[src/rtl/riscv_pkg.sv]
// Shared constants and types for the fetch stage.
package riscv_pkg;

    localparam int              XLEN             = 32;
    localparam logic [XLEN-1:0] RESET_PC_DEFAULT = '0;
    localparam int              INSTR_BYTES      = 4;
    localparam logic [XLEN-1:0] NOP              = 32'h0000_0013;

    typedef enum logic {
        FETCH = 1'b0,
        DRAIN = 1'b1
    } fetch_state_e;

endpackage

[src/rtl/fetch_fifo.sv]
// Instruction buffer: synchronous write, asynchronous head read, flush clears all entries.
module fetch_fifo #(
    parameter int DEPTH = 4,
    parameter int W     = 64
) (
    input  logic                         clock,
    input  logic                         reset,
    input  logic                         i_push,
    input  logic                         i_pop,
    input  logic                         i_flush,
    input  logic [W-1:0]                 i_wdata,
    output logic [W-1:0]                 o_rdata,
    output logic                         o_full,
    output logic                         o_empty,
    output logic [$clog2(DEPTH+1)-1:0]   o_count
);
    localparam int AW = $clog2(DEPTH);
    localparam int CW = $clog2(DEPTH+1);

    logic [W-1:0]  r_mem [DEPTH];
    logic [AW-1:0] r_rd_ptr;
    logic [AW-1:0] r_wr_ptr;
    logic [CW-1:0] r_count;
    logic          w_push;
    logic          w_pop;

    assign w_pop  = i_pop && (r_count != '0);
    // A push into a full buffer is allowed when the head leaves in the same cycle.
    assign w_push = i_push && ((r_count != CW'(DEPTH)) || w_pop);

    always_ff @(posedge clock or negedge reset) begin
        if (!reset) begin
            r_rd_ptr <= '0;
            r_wr_ptr <= '0;
            r_count  <= '0;
        end else if (i_flush) begin
            r_rd_ptr <= '0;
            r_wr_ptr <= '0;
            r_count  <= '0;
        end else begin
            if (w_push) r_wr_ptr <= r_wr_ptr + AW'(1);
            if (w_pop)  r_rd_ptr <= r_rd_ptr + AW'(1);
            r_count <= r_count + CW'(w_push) - CW'(w_pop);
        end
    end

    always_ff @(posedge clock) begin
        if (w_push && !i_flush) r_mem[r_wr_ptr] <= i_wdata;
    end

    assign o_rdata = r_mem[r_rd_ptr];
    assign o_full  = (r_count == CW'(DEPTH));
    assign o_empty = (r_count == '0);
    assign o_count = r_count;

endmodule

[src/rtl/instruction_fetch_unit.sv]
// Prefetching fetch stage: credit-limited sequential requests, in-order response buffering,
// redirect flush with drop counting of stale in-flight responses.
module instruction_fetch_unit #(
    parameter int              DEPTH    = 4,
    parameter int              XLEN     = riscv_pkg::XLEN,
    parameter logic [XLEN-1:0] RESET_PC = riscv_pkg::RESET_PC_DEFAULT
) (
    input  logic            clock,
    input  logic            reset,
    output logic            mem_req_valid,
    input  logic            mem_req_ready,
    output logic [XLEN-1:0] mem_req_addr,
    input  logic            mem_resp_valid,
    input  logic [XLEN-1:0] mem_resp_data,
    input  logic            redirect_valid,
    input  logic [XLEN-1:0] redirect_pc,
    output logic            inst_valid,
    input  logic            inst_ready,
    output logic [XLEN-1:0] inst_data,
    output logic [XLEN-1:0] inst_pc
);
    import riscv_pkg::*;

    localparam int CW = $clog2(DEPTH+1);

    logic [XLEN-1:0]   r_fetch_pc;
    logic [CW-1:0]     r_outstanding;
    logic [CW-1:0]     r_drop_cnt;
    fetch_state_e      r_state;

    fetch_state_e      w_state_next;
    logic [CW-1:0]     w_drop_next;
    logic [CW-1:0]     w_occupancy;
    logic              w_credit;
    logic              w_req_fire;
    logic              w_resp_drop;
    logic              w_push;
    logic              w_pop;
    logic              w_fifo_full;
    logic              w_fifo_empty;
    logic [XLEN-1:0]   w_resp_pc;
    logic [2*XLEN-1:0] w_head;
    logic              w_unused;

    assign w_credit      = ({1'b0, w_occupancy} + {1'b0, r_outstanding}) < (CW+1)'(DEPTH);
    assign mem_req_valid = reset && !redirect_valid && w_credit;
    assign mem_req_addr  = mem_req_valid ? r_fetch_pc : '0;
    assign w_req_fire    = mem_req_valid && mem_req_ready;

    // In FETCH every in-flight request is contiguous ending at fetch_pc, so the oldest one
    // (the one answering now) sits outstanding words behind it.
    assign w_resp_pc   = r_fetch_pc - (XLEN'(r_outstanding) * XLEN'(INSTR_BYTES));
    assign w_resp_drop = redirect_valid || (r_state == DRAIN);
    assign w_push      = mem_resp_valid && !w_resp_drop;

    assign inst_valid = !w_fifo_empty;
    assign inst_data  = inst_valid ? w_head[XLEN-1:0]      : '0;
    assign inst_pc    = inst_valid ? w_head[2*XLEN-1:XLEN] : '0;
    assign w_pop      = inst_valid && inst_ready;

    fetch_fifo #(
        .DEPTH (DEPTH),
        .W     (2*XLEN)
    ) u_fifo (
        .clock   (clock),
        .reset   (reset),
        .i_push  (w_push),
        .i_pop   (w_pop),
        .i_flush (redirect_valid),
        .i_wdata ({w_resp_pc, mem_resp_data}),
        .o_rdata (w_head),
        .o_full  (w_fifo_full),
        .o_empty (w_fifo_empty),
        .o_count (w_occupancy)
    );

    always_comb begin
        w_drop_next  = r_drop_cnt;
        w_state_next = r_state;
        // A redirect never issues a request, and a same-cycle response is already gone.
        if (redirect_valid) begin
            w_drop_next = r_outstanding - CW'(mem_resp_valid);
        end else if (mem_resp_valid && (r_drop_cnt != '0)) begin
            w_drop_next = r_drop_cnt - CW'(1);
        end
        case (r_state)
            FETCH:   if (redirect_valid && (w_drop_next != '0)) w_state_next = DRAIN;
            DRAIN:   if (w_drop_next == '0) w_state_next = FETCH;
            default: w_state_next = FETCH;
        endcase
    end

    always_ff @(posedge clock or negedge reset) begin
        if (!reset) begin
            r_fetch_pc    <= RESET_PC;
            r_outstanding <= '0;
            r_drop_cnt    <= '0;
            r_state       <= FETCH;
        end else begin
            r_state       <= w_state_next;
            r_drop_cnt    <= w_drop_next;
            r_outstanding <= r_outstanding + CW'(w_req_fire) - CW'(mem_resp_valid);
            if (redirect_valid) begin
                r_fetch_pc <= {redirect_pc[XLEN-1:2], 2'b00};
            end else if (w_req_fire) begin
                r_fetch_pc <= r_fetch_pc + XLEN'(INSTR_BYTES);
            end
        end
    end

    assign w_unused = &{1'b0, redirect_pc[1:0], w_fifo_full};

endmodule

[config.mk]
export PLATFORM = sky130hd
export DESIGN_NAME = instruction_fetch_unit
export DESIGN_NICKNAME = d
export VERILOG_FILES = /design/src/rtl/riscv_pkg.sv /design/src/rtl/fetch_fifo.sv /design/src/rtl/instruction_fetch_unit.sv
export SDC_FILE = /design/constraint.sdc
export NUM_CORES = 1
export LEC_CHECK = 0
export ABC_AREA = 1
export CAP_MARGIN = 20
export CORE_MARGIN = 2
export CORE_UTILIZATION = 56
export CTS_CLUSTER_SIZE = 16
export DETAILED_ROUTE_END_ITERATION = 10
export PLACE_DENSITY = 0.87
export SETUP_SLACK_MARGIN = 0.05
export SLEW_MARGIN = 40
export SYNTH_ARGS = -nofsm -noshare
export SYNTH_HDL_FRONTEND = slang
export SYNTH_SLANG_ARGS = --single-unit
[constraint.sdc]
create_clock -name clock -period 4.47 [get_ports clock]
set_input_delay 0.447 -clock clock [delete_from_list [all_inputs] [get_ports clock]]
set_output_delay 0.447 -clock clock [all_outputs]
set_load 0.01 [all_outputs]
* Yosys cells after proc, flatten, opt, wreduce, memory -nomap -nowiden
Memories as Yosys holds them, arrays and structs flattened. Cells that the tools add are included.
Cells by class: eq/ne operators 1, multiplexer cells 17, bitwise gates (word level) 1, reductions and logical operators 23, add/subtract/negate cells 11, order comparisons 1
Operator list (number):
- $mux W32 | 5
- $add A32 B3 Y32 const B | 1
- $sub A32 B5 Y32 | 1
- $logic_and A1 B1 Y1 | 10
- $mux W3 | 3
- $reduce_bool A3 Y1 | 3
- $sub A3 B1 Y3 | 3
- $mux W2 | 4
- $add A3 B1 Y3 | 2
- $logic_not A3 Y1 | 2
- $reduce_bool A2 Y1 | 3
- $add A2 B1 Y2 const B | 2
- $add A3 B3 Y4 | 1
- $lt A4 B3 Y1 const B | 1
- $mux W1 | 4
- $logic_not A1 Y1 | 3
- $ne A3 B3 Y1 const B | 1
- $sub A3 B1 Y3 const B | 1
- $logic_or A1 B1 Y1 | 2
- $pmux W1 S2 | 1
- $not A1 Y1 | 1
Storage, ports and cells: memory bits (writable) 256, flip-flop bits (word level) 46, logic and storage cells 62, input bits 70, memories 1, output and inout port bits 98
Memory list:
- u_fifo.r_mem | words 4, bits a word 64, rd ports 1, clocked after memory_dff 0, write ports 1, line fetch_fifo.sv:20 | logic [W-1:0] r_mem [DEPTH];

* Logic depth before layout (Yosys ltp)
word-level depth 9, depth in mapped cells 13, gate-level depth less buffers 12

* Hierarchy
From an unflattened synthesis, not the netlist that was laid out.
Unflattened totals: cell total of the unflattened synthesis 1444, area, all modules 14274.9 um^2
Modules (own cells, without submodules):
- fetch_fifo | sequential area each 7862.5 um^2, instances 1, area an instance 9964.6 um^2, cells an instance 680
- instruction_fetch_unit | sequential area each 925.9 um^2, instances 1, area an instance 4310.4 um^2, cells an instance 764

* Least setup slack after synthesis
Ideal clock, no wire load.
path kind input port to flip-flop, start point in redirect_valid, end point mem u_fifo.r_mem[0][0] (enable), setup time 0.482 ns, data required time 3.988 ns, buffers on the path 0, cell stages on the path 3, slack 0.621 ns, arrival time 3.366 ns, cell sequence nor2_1 nand3_1 nor2_1
Between the ends: word-level cells in the longest chain between the ends 7, elaborated cells between the ends (all ways) 8, those cells by class mux: 2; reduce/logical: 6
Ends and longest elaborated chain:
- from (decl) | line instruction_fetch_unit.sv:15 | input logic redirect_valid,
- $logic_or A1 B1 Y1 | line instruction_fetch_unit.sv:53 | assign w_resp_drop = redirect_valid || (r_state == DRAIN);
- $logic_not A1 Y1 | line instruction_fetch_unit.sv:54 | assign w_push = mem_resp_valid && !w_resp_drop;
- $logic_and A1 B1 Y1 | line instruction_fetch_unit.sv:54
- $logic_and A1 B1 Y1 | line fetch_fifo.sv:29 | assign w_push = i_push && ((r_count != CW'(DEPTH)) || w_pop);
- $logic_and A1 B1 Y1 * | line fetch_fifo.sv:48 | if (w_push && !i_flush) r_mem[r_wr_ptr] <= i_wdata;
- $mux W1 * | line fetch_fifo.sv:48
- $mux W1 (not written as such) * | line fetch_fifo.sv:48
- to (decl) | line fetch_fifo.sv:20
Every way passes the cells marked *; elsewhere a longest branch is shown, timed or not.

* Final worst setup path
start point reg u_fifo.r_rd_ptr[0], end point out inst_pc[29]
Between the ends: word-level cells in the longest chain between the ends 2
Ends and longest elaborated chain:
- from (decl) | line fetch_fifo.sv:21 | logic [AW-1:0] r_rd_ptr;
- from (signal assigned) | line fetch_fifo.sv:42 | if (w_pop) r_rd_ptr <= r_rd_ptr + AW'(1);
- $mem_v2 Z4 W64
- $mux W32 | line instruction_fetch_unit.sv:58 | assign inst_pc = inst_valid ? w_head[2*XLEN-1:XLEN] : '0;
- to (decl) | line instruction_fetch_unit.sv:20 | output logic [XLEN-1:0] inst_pc
Every way passes these cells.

==> results.cfg <==
[clocking]
htreeDepth = 1
cts.sinks = 292
cts_root_buffer = clkbuf_16
path_clk_slew_ns = 0.06
clockBufferDepth = 3
postCtsHoldBufs = 0
cts_tree = built
numCtsBuffers = 30
postCtsSetupBuffers = 0
insertion_delay_ns = 0.56
post_cts_resized = 0

[route]
dr_total_vias = 10720
routed_wl_um = 33070
drc = 0
wl_per_cell_um = 17.25
vias_per_cell = 5.592
drt_iter0_drc = 1241
ant_nets = 0
drtPass1Iterations = 5

[timing]
tightest_slew_ns = 0.7831
slew_headroom_pct = 47.79
fin_ws_ns = 0.7377
max_freq_mhz = 267.9
clock_skew_ns = 0.01565
hold_ws_ns = 0.05947
slew_viol_final = 0
final-setup-viol-count = 0
grt_setup_unrepaired = no
fin_crit_ns = 3.732
period_share_pct = 83.50
timing.setup.tns_ns = 0
hold_viol = 0

[global_route]
grt_pass1_vias = 10230
grt_max_degree = 98
grt_usage_pct = 25.38
grt_pass1_wl_um = 52200
grt_antenna_before_repair = 0
grt-ovfl-total = 0

[floorplan]
die-width_um = 160.7
core_area_um2 = 24180
die_h_um = 160.7
core.rowCount = 57
start_util_pct = 56.86
dieArea_um2 = 25820
io_pins = 168

[power_and_ir_drop]
irDropWorstVdd_mv = 0.3354
power_density_nw_per_um2 = 539.0
power.leakage_nw = 6.119

[setup_path]
required_ns = 4.02
worstSetupPathType = flip-flop to output port
critPathLaunchType = flip-flop
critPathSlowestCell = dfrtp_4
cp_slowest_stage_delay_ns = 0.69
critical_path.max_fanout = 49
endpoint_kind = output port
crit_chain = inv_2 > buf_4 > o21ai_0 > a21oi_1 > clkdlybuf4s50_1
worst-endpoint-arrival_ns = 3.29

[yosys]
seq_area_frac_synth_pct = 62.18
synth_cell_type_count = 31
synth_edf_count = 248
syn_area_um2 = 13750
synthArstFlopShare_pct = 15.07
netlist_instances = 1437
synth-main-ff-cell = edfxtp_1
synth-seq-cells = 292
ys_warn_count = 0
avgSynthCellArea_um2 = 9.567

[placed_design]
gp_congestion = 0.9173
place_ws_ns = 1.259
post-dp-hpwl_um = 20090
placed_area_um2 = 15630
portBuffers = 161

[layout]
final_area_um2 = 16570
area_growth_pct = 20.55
nNetsFinal = 1661
drive_above_1_share_pct = 5.587
antenna_cells = 0
final_util_pct = 68.55

[run]
drv_cap = 0

[outcome]
status = complete, no violations

[worst_hold_path]
worstHoldPathType = input port to async pin
==> final timing paths <==
kind / from / end / slack, ns / cells past startpoint
worst min register to register: r_state$_DFF_PN0_ / r_state$_DFF_PN0_ / 0.52 / 2
worst max-delay path: u_fifo.r_rd_ptr[0]$_DFFE_PN0P_ / inst_pc[29] / 0.74 / 5
min in group clock: redirect_pc[12] / r_fetch_pc[12]$_DFFE_PN0P_ / 0.50 / 3
worst min-delay path: reset / r_fetch_pc[30]$_DFFE_PN0P_ / 0.06 / 2
worst max register to register: u_fifo.o_count[1]$_DFF_PN0_ / u_fifo.o_count[2]$_DFF_PN0_ / 1.53 / 10
max in group asynchronous: reset / u_fifo.r_rd_ptr[0]$_DFFE_PN0P_ / 3.90 / 2
==> layout by cell type (no fill, tap or decap), drive strengths merged <==
| master | netlist | layout |
|---|---|---|
| nor2 | 396 | 396 |
| o21ai | 151 | 151 |
| a21oi | 82 | 82 |
| ha | 18 | 18 |
| xnor2 | 1 | 1 |
| conb | 1 | 4 |
| nor3 | 6 | 6 |
| nand3b | 1 | 1 |
| edfxtp | 248 | 248 |
| clkinv | 0 | 10 |
| nand3 | 84 | 84 |
| dfrtp | 44 | 44 |
| fa | 3 | 3 |
| and2 | 1 | 1 |
| clkbuf | 47 | 42 |
| clkdlybuf4s50 | 0 | 160 |
| o211ai | 1 | 1 |
| or2 | 10 | 10 |
| nand2 | 200 | 200 |
| inv | 76 | 77 |
| and3 | 3 | 3 |
| a31oi | 2 | 2 |
| bufinv | 0 | 2 |
| nand4 | 5 | 5 |
| buf | 32 | 17 |
| xor2 | 25 | 25 |
==> cell usage after synthesis, types with 17 or more instances <==
library cell / number / area (um2)
nor2_1: 387 / 1453
buf_2: 17 / 85.08
o21ai_0: 146 / 730.7
clkbuf_1: 47 / 176.4
nand2_1: 196 / 735.7
dfrtp_1: 44 / 1101
a21oi_1: 82 / 410.4
inv_1: 73 / 274.0
nand3_1: 84 / 420.4
ha_1: 18 / 225.2
xor2_1: 25 / 219.0
edfxtp_1: 248 / 7447
==> per-stage QoR <==
stage / total power [mW] / instances
2_1_floorplan: 5.173 / 1440
3_3_place_gp: 6.475 / 1861
3_5_place_dp: 6.564 / 1861
4_1_cts: 8.929 / 1916
5_1_grt: 9.377 / 1917
6_report: 8.933 / 1917
==> where the power goes <==
part	total [mW]	internal [mW]	leakage [nW]	switching, mW
clock	2.36	1.35	0.446	1.00
combinational	3.09	1.26	2.91	1.83
sequential	3.49	3.25	2.77	0.233
total	8.93	5.87	6.12	3.06
==> critical path, delay by kind of cell (launching register included) <==
family	cells	cell delay, ns
AO/OA/AOI/OAI	2	0.41
buffers and inverters	3	1.61
flip-flops	1	0.69
==> sequential cells by signal, summed over array words and instances (netlist names) <==
register,flops
u_fifo.r_rd_ptr,2
r_drop_cnt,3
u_fifo.r_mem,248
r_fetch_pc,30
r_state,1
u_fifo.r_wr_ptr,2
r_outstanding,3
u_fifo.o_count,3
==> layout make-up <==
type / count / area, um2
fill: 1682 / 7604
sequential: 292 / 8553
tap: 324 / 405.4
timing repair buffer: 177 / 1793
multi-input combinational: 993 / 4616
clock inverter: 13 / 125.1
clock buffer: 42 / 795.8
inverter: 76 / 285.3
==> logic make-up after synthesis <==
kind of cell / Yosys count / share of synthesized area [%]
AND/OR/NAND/NOR: 706 / 20.89
flip-flops: 292 / 62.18
AO/OA/AOI/OAI: 236 / 8.628
buffers and inverters: 155 / 4.550
XOR/XNOR: 26 / 1.656
adder cells (fa/ha/maj): 21 / 2.075
other: 1 / 0.02728
==> routing by layer <==
metal  global-route usage (%)  vias up  routed length [um]
li1                         -     5092                   -
met1                    34.63     5040               13600
met2                    42.71      518               15870
met3                    2.944       70                2564
met4                    8.804        0                1023
met5                        0        -                   0
(Power assumes the default switching activity.)
==> RTL edit 1, RTL diff (config.mk and constraints unchanged) <==
`DEPTH` is set to 4 in 2 places; all go to 2.
--- a/src/rtl/fetch_fifo.sv
+++ b/src/rtl/fetch_fifo.sv
@@ -2,3 +2,3 @@
 module fetch_fifo #(
-    parameter int DEPTH = 4,
+    parameter int DEPTH = 2,
     parameter int W     = 64
--- a/src/rtl/instruction_fetch_unit.sv
+++ b/src/rtl/instruction_fetch_unit.sv
@@ -3,3 +3,3 @@
 module instruction_fetch_unit #(
-    parameter int              DEPTH    = 4,
+    parameter int              DEPTH    = 2,
     parameter int              XLEN     = riscv_pkg::XLEN,
Function: changed (Yosys sat finds a counterexample within 4 cycles, from zero or initial values and one cycle with reset low).
==> RTL edit 1 against the original RTL <==
- global-route usage rose by 0.22 points
- maximum frequency increased by 7.3%
- count of clock-buffer cells in the layout shrank 22
- critical endpoint is now mem_req_addr[10]
- synthesized cell count down 34%
- area after synthesis fell by 39%
- clock power down 38%
- routed wire length fell by 39%
- cell area decreased by 35%
- non-clock buffer count shrank 7
- sequential cell count is 129 lower
- final cell count shrank 33%
- power is 35% lower
- highest routed layer unchanged
- first-iteration DRC count decreased by 52%
- largest cell class unchanged
- largest power group is now combinational logic
- worst setup slack better by 260 ps
==> RTL edit 1: results <==
grt:
  grt_pass1_vias: 6582
  grt_util_met2_pct: 44.0
  grt_pass1_wl_mm: 32.3
  use_met1_pct: 32.9
critical_path:
  cp_slowest_stage_delay_ps: 580
  r2r_end: "r_fetch_pc[12]$_DFFE_PN0P_"
  worstPathMaxFanout: 32
  r2r_slack_ps: 1510
  rr_startpoint: "r_outstanding[0]$_DFF_PN0_"
  critPathLaunch: "r_outstanding[0]$_DFF_PN0_"
  cp_top_family: "simple AND/OR/NAND/NOR gates"
  crit_arrival_ps: 3030
sta:
  fin_skew_ps: 10.3
synth:
  synthDistinctLibCells: 39
  yosys-top-cells-count: "nand2_1 (277), edfxtp_1 (124), nor2_1 (117)"
  synth_edf_count: 124
  yosysSeqAreaShare_pct: 55.7
  ys_async_sr_fraction_pct: 23.9
  ys_top_cells_by_area: "edfxtp_1 (44%), nand2_1 (12%), dfrtp_1 (12%)"
clocking:
  clk_latency_ps: 420
  cts_made_buffers: 17
placement:
  dp_cells: 1251
  hpwl_mm: 13.8
final_layout:
  drive_gt1_share_pct: 8.01
status:
  outcome: "finished, final reports clean"
-- RTL edit 1: cell types whose count changed after synthesis, moves of 10 or more --
cell	delta
clkbuf_1	-23
edfxtp_1	-124
nand2_1	+81
nand3_1	-38
nor2_1	-270
o21ai_0	-122
or2_2	-10
-- RTL edit 1: cell type report --
class,instances,area share [%]
inverter,79,2.77
timing repair buffer,170,15.9
multi-input combinational,656,30.0
sequential,163,43.6
clock inverter,11,1.50
tap,184,2.13
clock buffer,20,4.05
-- RTL edit 1: cell families (layout without fill, tap and decap cells) --
family	Yosys count	count (layout)	synth area share (%)
simple gates	495	495	25.8
xor+xnor	31	31	3.22
flops	163	163	55.7
fa+ha+maj	11	11	1.81
other cells	1	4	0.0444
buf+inv	128	280	6.36
compound gates	115	115	7.07
-- RTL edit 1: worst register-to-register path, cell delays in order (launching register included) --
cell     delay, ps
dfrtp_1        430
nand2_1         80
inv_1           60
fa_1           480
nor2_4         150
nand3_2        530
nor2_2         740
nand2_1        140
o21ai_0        170
nand2_1         70
-- RTL edit 1: worst min path at each step --
stage                                 start  slack (ps)                    endpoint
after floorplan                       reset         150     r_drop_cnt[0]$_DFF_PN0_
after global placement    r_state$_DFF_PN0_         520           r_state$_DFF_PN0_
after detailed placement  r_state$_DFF_PN0_         520           r_state$_DFF_PN0_
after CTS                             reset         210  r_fetch_pc[23]$_DFFE_PN0P_
after global routing                  reset         240  r_fetch_pc[27]$_DFFE_PN0P_
final                                 reset         210  r_fetch_pc[27]$_DFFE_PN0P_
-- RTL edit 1: stage by stage --
| stage | cell area (um2) | worst slack, ps | utilization (%) |
|---|---|---|---|
| floorplan | 8450 | 551 | - |
| global placement | 10100 | 1410 | 69.2 |
| detailed placement | 10200 | 1340 | 69.4 |
| CTS | 10800 | 971 | 73.5 |
| global route | 10800 | 831 | 73.7 |
| finish | 10800 | 993 | 73.7 |
-- RTL edit 1: per-layer routing --
| layer | vias up | routed length [um] |
|---|---|---|
| met5 | - | 0 |
| met4 | 0 | 296 |
| met3 | 26 | 1540 |
| met2 | 297 | 9940 |
| met1 | 3220 | 8490 |
| li1 | 3352 | - |
-- RTL edit 1: report_power, final --
group          internal [uW]  switching, uW  leakage, uW
logic                    997           1290      0.00247
clock network            926            547     0.000293
registers               1860            177      0.00159
total                   3790           2010      0.00435
==> RTL edit 2, RTL diff (same flow settings) <==
Made on the original files. Reset style: synchronous (`reset`), changed in 2 clocked blocks. Comments in the files are not updated.
--- a/src/rtl/fetch_fifo.sv
+++ b/src/rtl/fetch_fifo.sv
@@ -30,3 +30,3 @@
 
-    always_ff @(posedge clock or negedge reset) begin
+    always_ff @(posedge clock) begin
         if (!reset) begin
--- a/src/rtl/instruction_fetch_unit.sv
+++ b/src/rtl/instruction_fetch_unit.sv
@@ -92,3 +92,3 @@
 
-    always_ff @(posedge clock or negedge reset) begin
+    always_ff @(posedge clock) begin
         if (!reset) begin
Check against the original RTL: differs if reset is asserted again (counterexample within 4 cycles, from zero or initial values and one cycle with reset low); with reset held inactive, the same outputs for 4 cycles.
==> RTL edit 2 against the original RTL <==
- worst setup slack got worse by 250 ps
- sequential share of layout area rose by 0.092 points
- cell area decreased by 2.3%
- sequential cell count increased by 2
- routed wire length shrank 4.5%
- global-route usage shrank 0.49 points
- first-iteration DRC count is 21% lower
- critical endpoint is now mem_req_addr[29]
- area after synthesis fell by 2.7%
Power is not compared: it rests on default switching activity, and its combinational part moved more than twofold at a synthesized area within 25%.
==> RTL edit 2: results <==
grt:
  grt_pass1_wl_mm: 48.7
  track_usage_pct: 24.9
  grt_pass1_vias: 9738
final_layout:
  buffer_area_share_pct: 10.8
  seq_area_um2: 8370
  n_fill_cell: 1695
  inv_count: 98
  final-clk-cell-share_pct: 5.80
  nets: 1611
  nClkBuffers: 34
  buffers: 175
  multi_input_area_um2: 4360
  sh_seq_area_pct: 51.7
  drive_gt1_share_pct: 5.19
  num-multi-input-gates: 922
synth:
  synth-compound-area-share_pct: 10.1
  synth_area_um2: 13400
  ys_async_sr_fraction_pct: 0
  synth_seq_cells: 294
  ys_top_cells_by_area: "edfxtp_1 (56%), nor2_1 (10%), dfxtp_1 (6.9%)"
  synthAdderAreaFrac_pct: 2.13
  synthXorXnorAreaFrac_pct: 1.96
  yosysSeqAreaShare_pct: 62.5
  synthDistinctLibCells: 36
  yosys-top-cells-count: "nor2_1 (371), edfxtp_1 (248), o21ai_0 (161)"
  synthCells: 1384
hold_path:
  min_path_type: "reg2reg"
critical_path:
  crit_arrival_ps: 3530
  worstPathMaxFanout: 30
placement:
  dp_slack_ps: 800
  hpwl_mm: 19.3
  finalWeightedCongestion: 0.911
  dp_cells: 1807
  place_area_um2: 15200
sta:
  fin_skew_ps: 10.5
  relSlewSlack_pct: 44.8
clocking:
  cts_root_buffer: "clkbuf_16"
  cts_made_buffers: 29
  clk_latency_ps: 540
drt:
  routed_via_density: 5.45
  dr.pass1.iters: 7
  routed_wl_mm: 31.6
power:
  power.internal_uw: 4900
status:
  outcome: "finished, final reports clean"
-- RTL edit 2: cell types whose count changed after synthesis, sizes merged, moves of 16 or more --
cell,before,now
inv,76,98
nand2,200,153
a21oi,82,98
dfxtp,0,46
nand3,84,48
nor2,396,378
dfrtp,44,0
-- RTL edit 2: final timing paths --
| kind | to | cells past startpoint | startpoint | slack (ps) |
|---|---|---|---|---|
| setup reg to reg | u_fifo.r_mem[1][60]$_DFFE_PP_ | 14 | r_fetch_pc[2]$_SDFFE_PN0P_ | 1810 |
| hold / removal | register | 1 | u_fifo.r_rd_ptr[0]$_SDFFE_PP0P_ | 470 |
| hold reg to reg | register | 1 | u_fifo.r_rd_ptr[0]$_SDFFE_PP0P_ | 470 |
| setup / recovery | mem_req_addr[29] | 8 | reset | 490 |
-- RTL edit 2: cell families after synthesis --
kind of cell,count (synthesis)
simple gates,599
flops,294
compound gates,268
buf+inv,171
xor+xnor,30
fa+ha+maj,21
other cells,1
-- RTL edit 2: critical path, stage by stage --
cell and delay [ps]:
clkdlybuf4s50_1 800, inv_2 350, nor2_4 230, nand2_2 80
nor2_4 170, clkinv_1 580, nor2_1 290, clkdlybuf4s50_1 570
-- RTL edit 2: power by group through the flow --
| stage | sequential [uW] | clock (uW) | combinational, uW |
|---|---|---|---|
| 2_1_floorplan | 3230 | 0 | 528 |
| 3_3_place_gp | 3250 | 0 | 858 |
| 3_5_place_dp | 3260 | 0 | 890 |
| 4_1_cts | 3200 | 2430 | 901 |
| 5_1_grt | 3200 | 2550 | 1010 |
| 6_report | 3200 | 2420 | 908 |
-- RTL edit 2: layer usage --
| layer | share of wire, % | GRT usage, % |
|---|---|---|
| met5 | 0 | 0 |
| met2 | 49 | 42.1 |
| met4 | 1.9 | 7.64 |
| met3 | 8.4 | 3.59 |
| met1 | 41 | 33.6 |
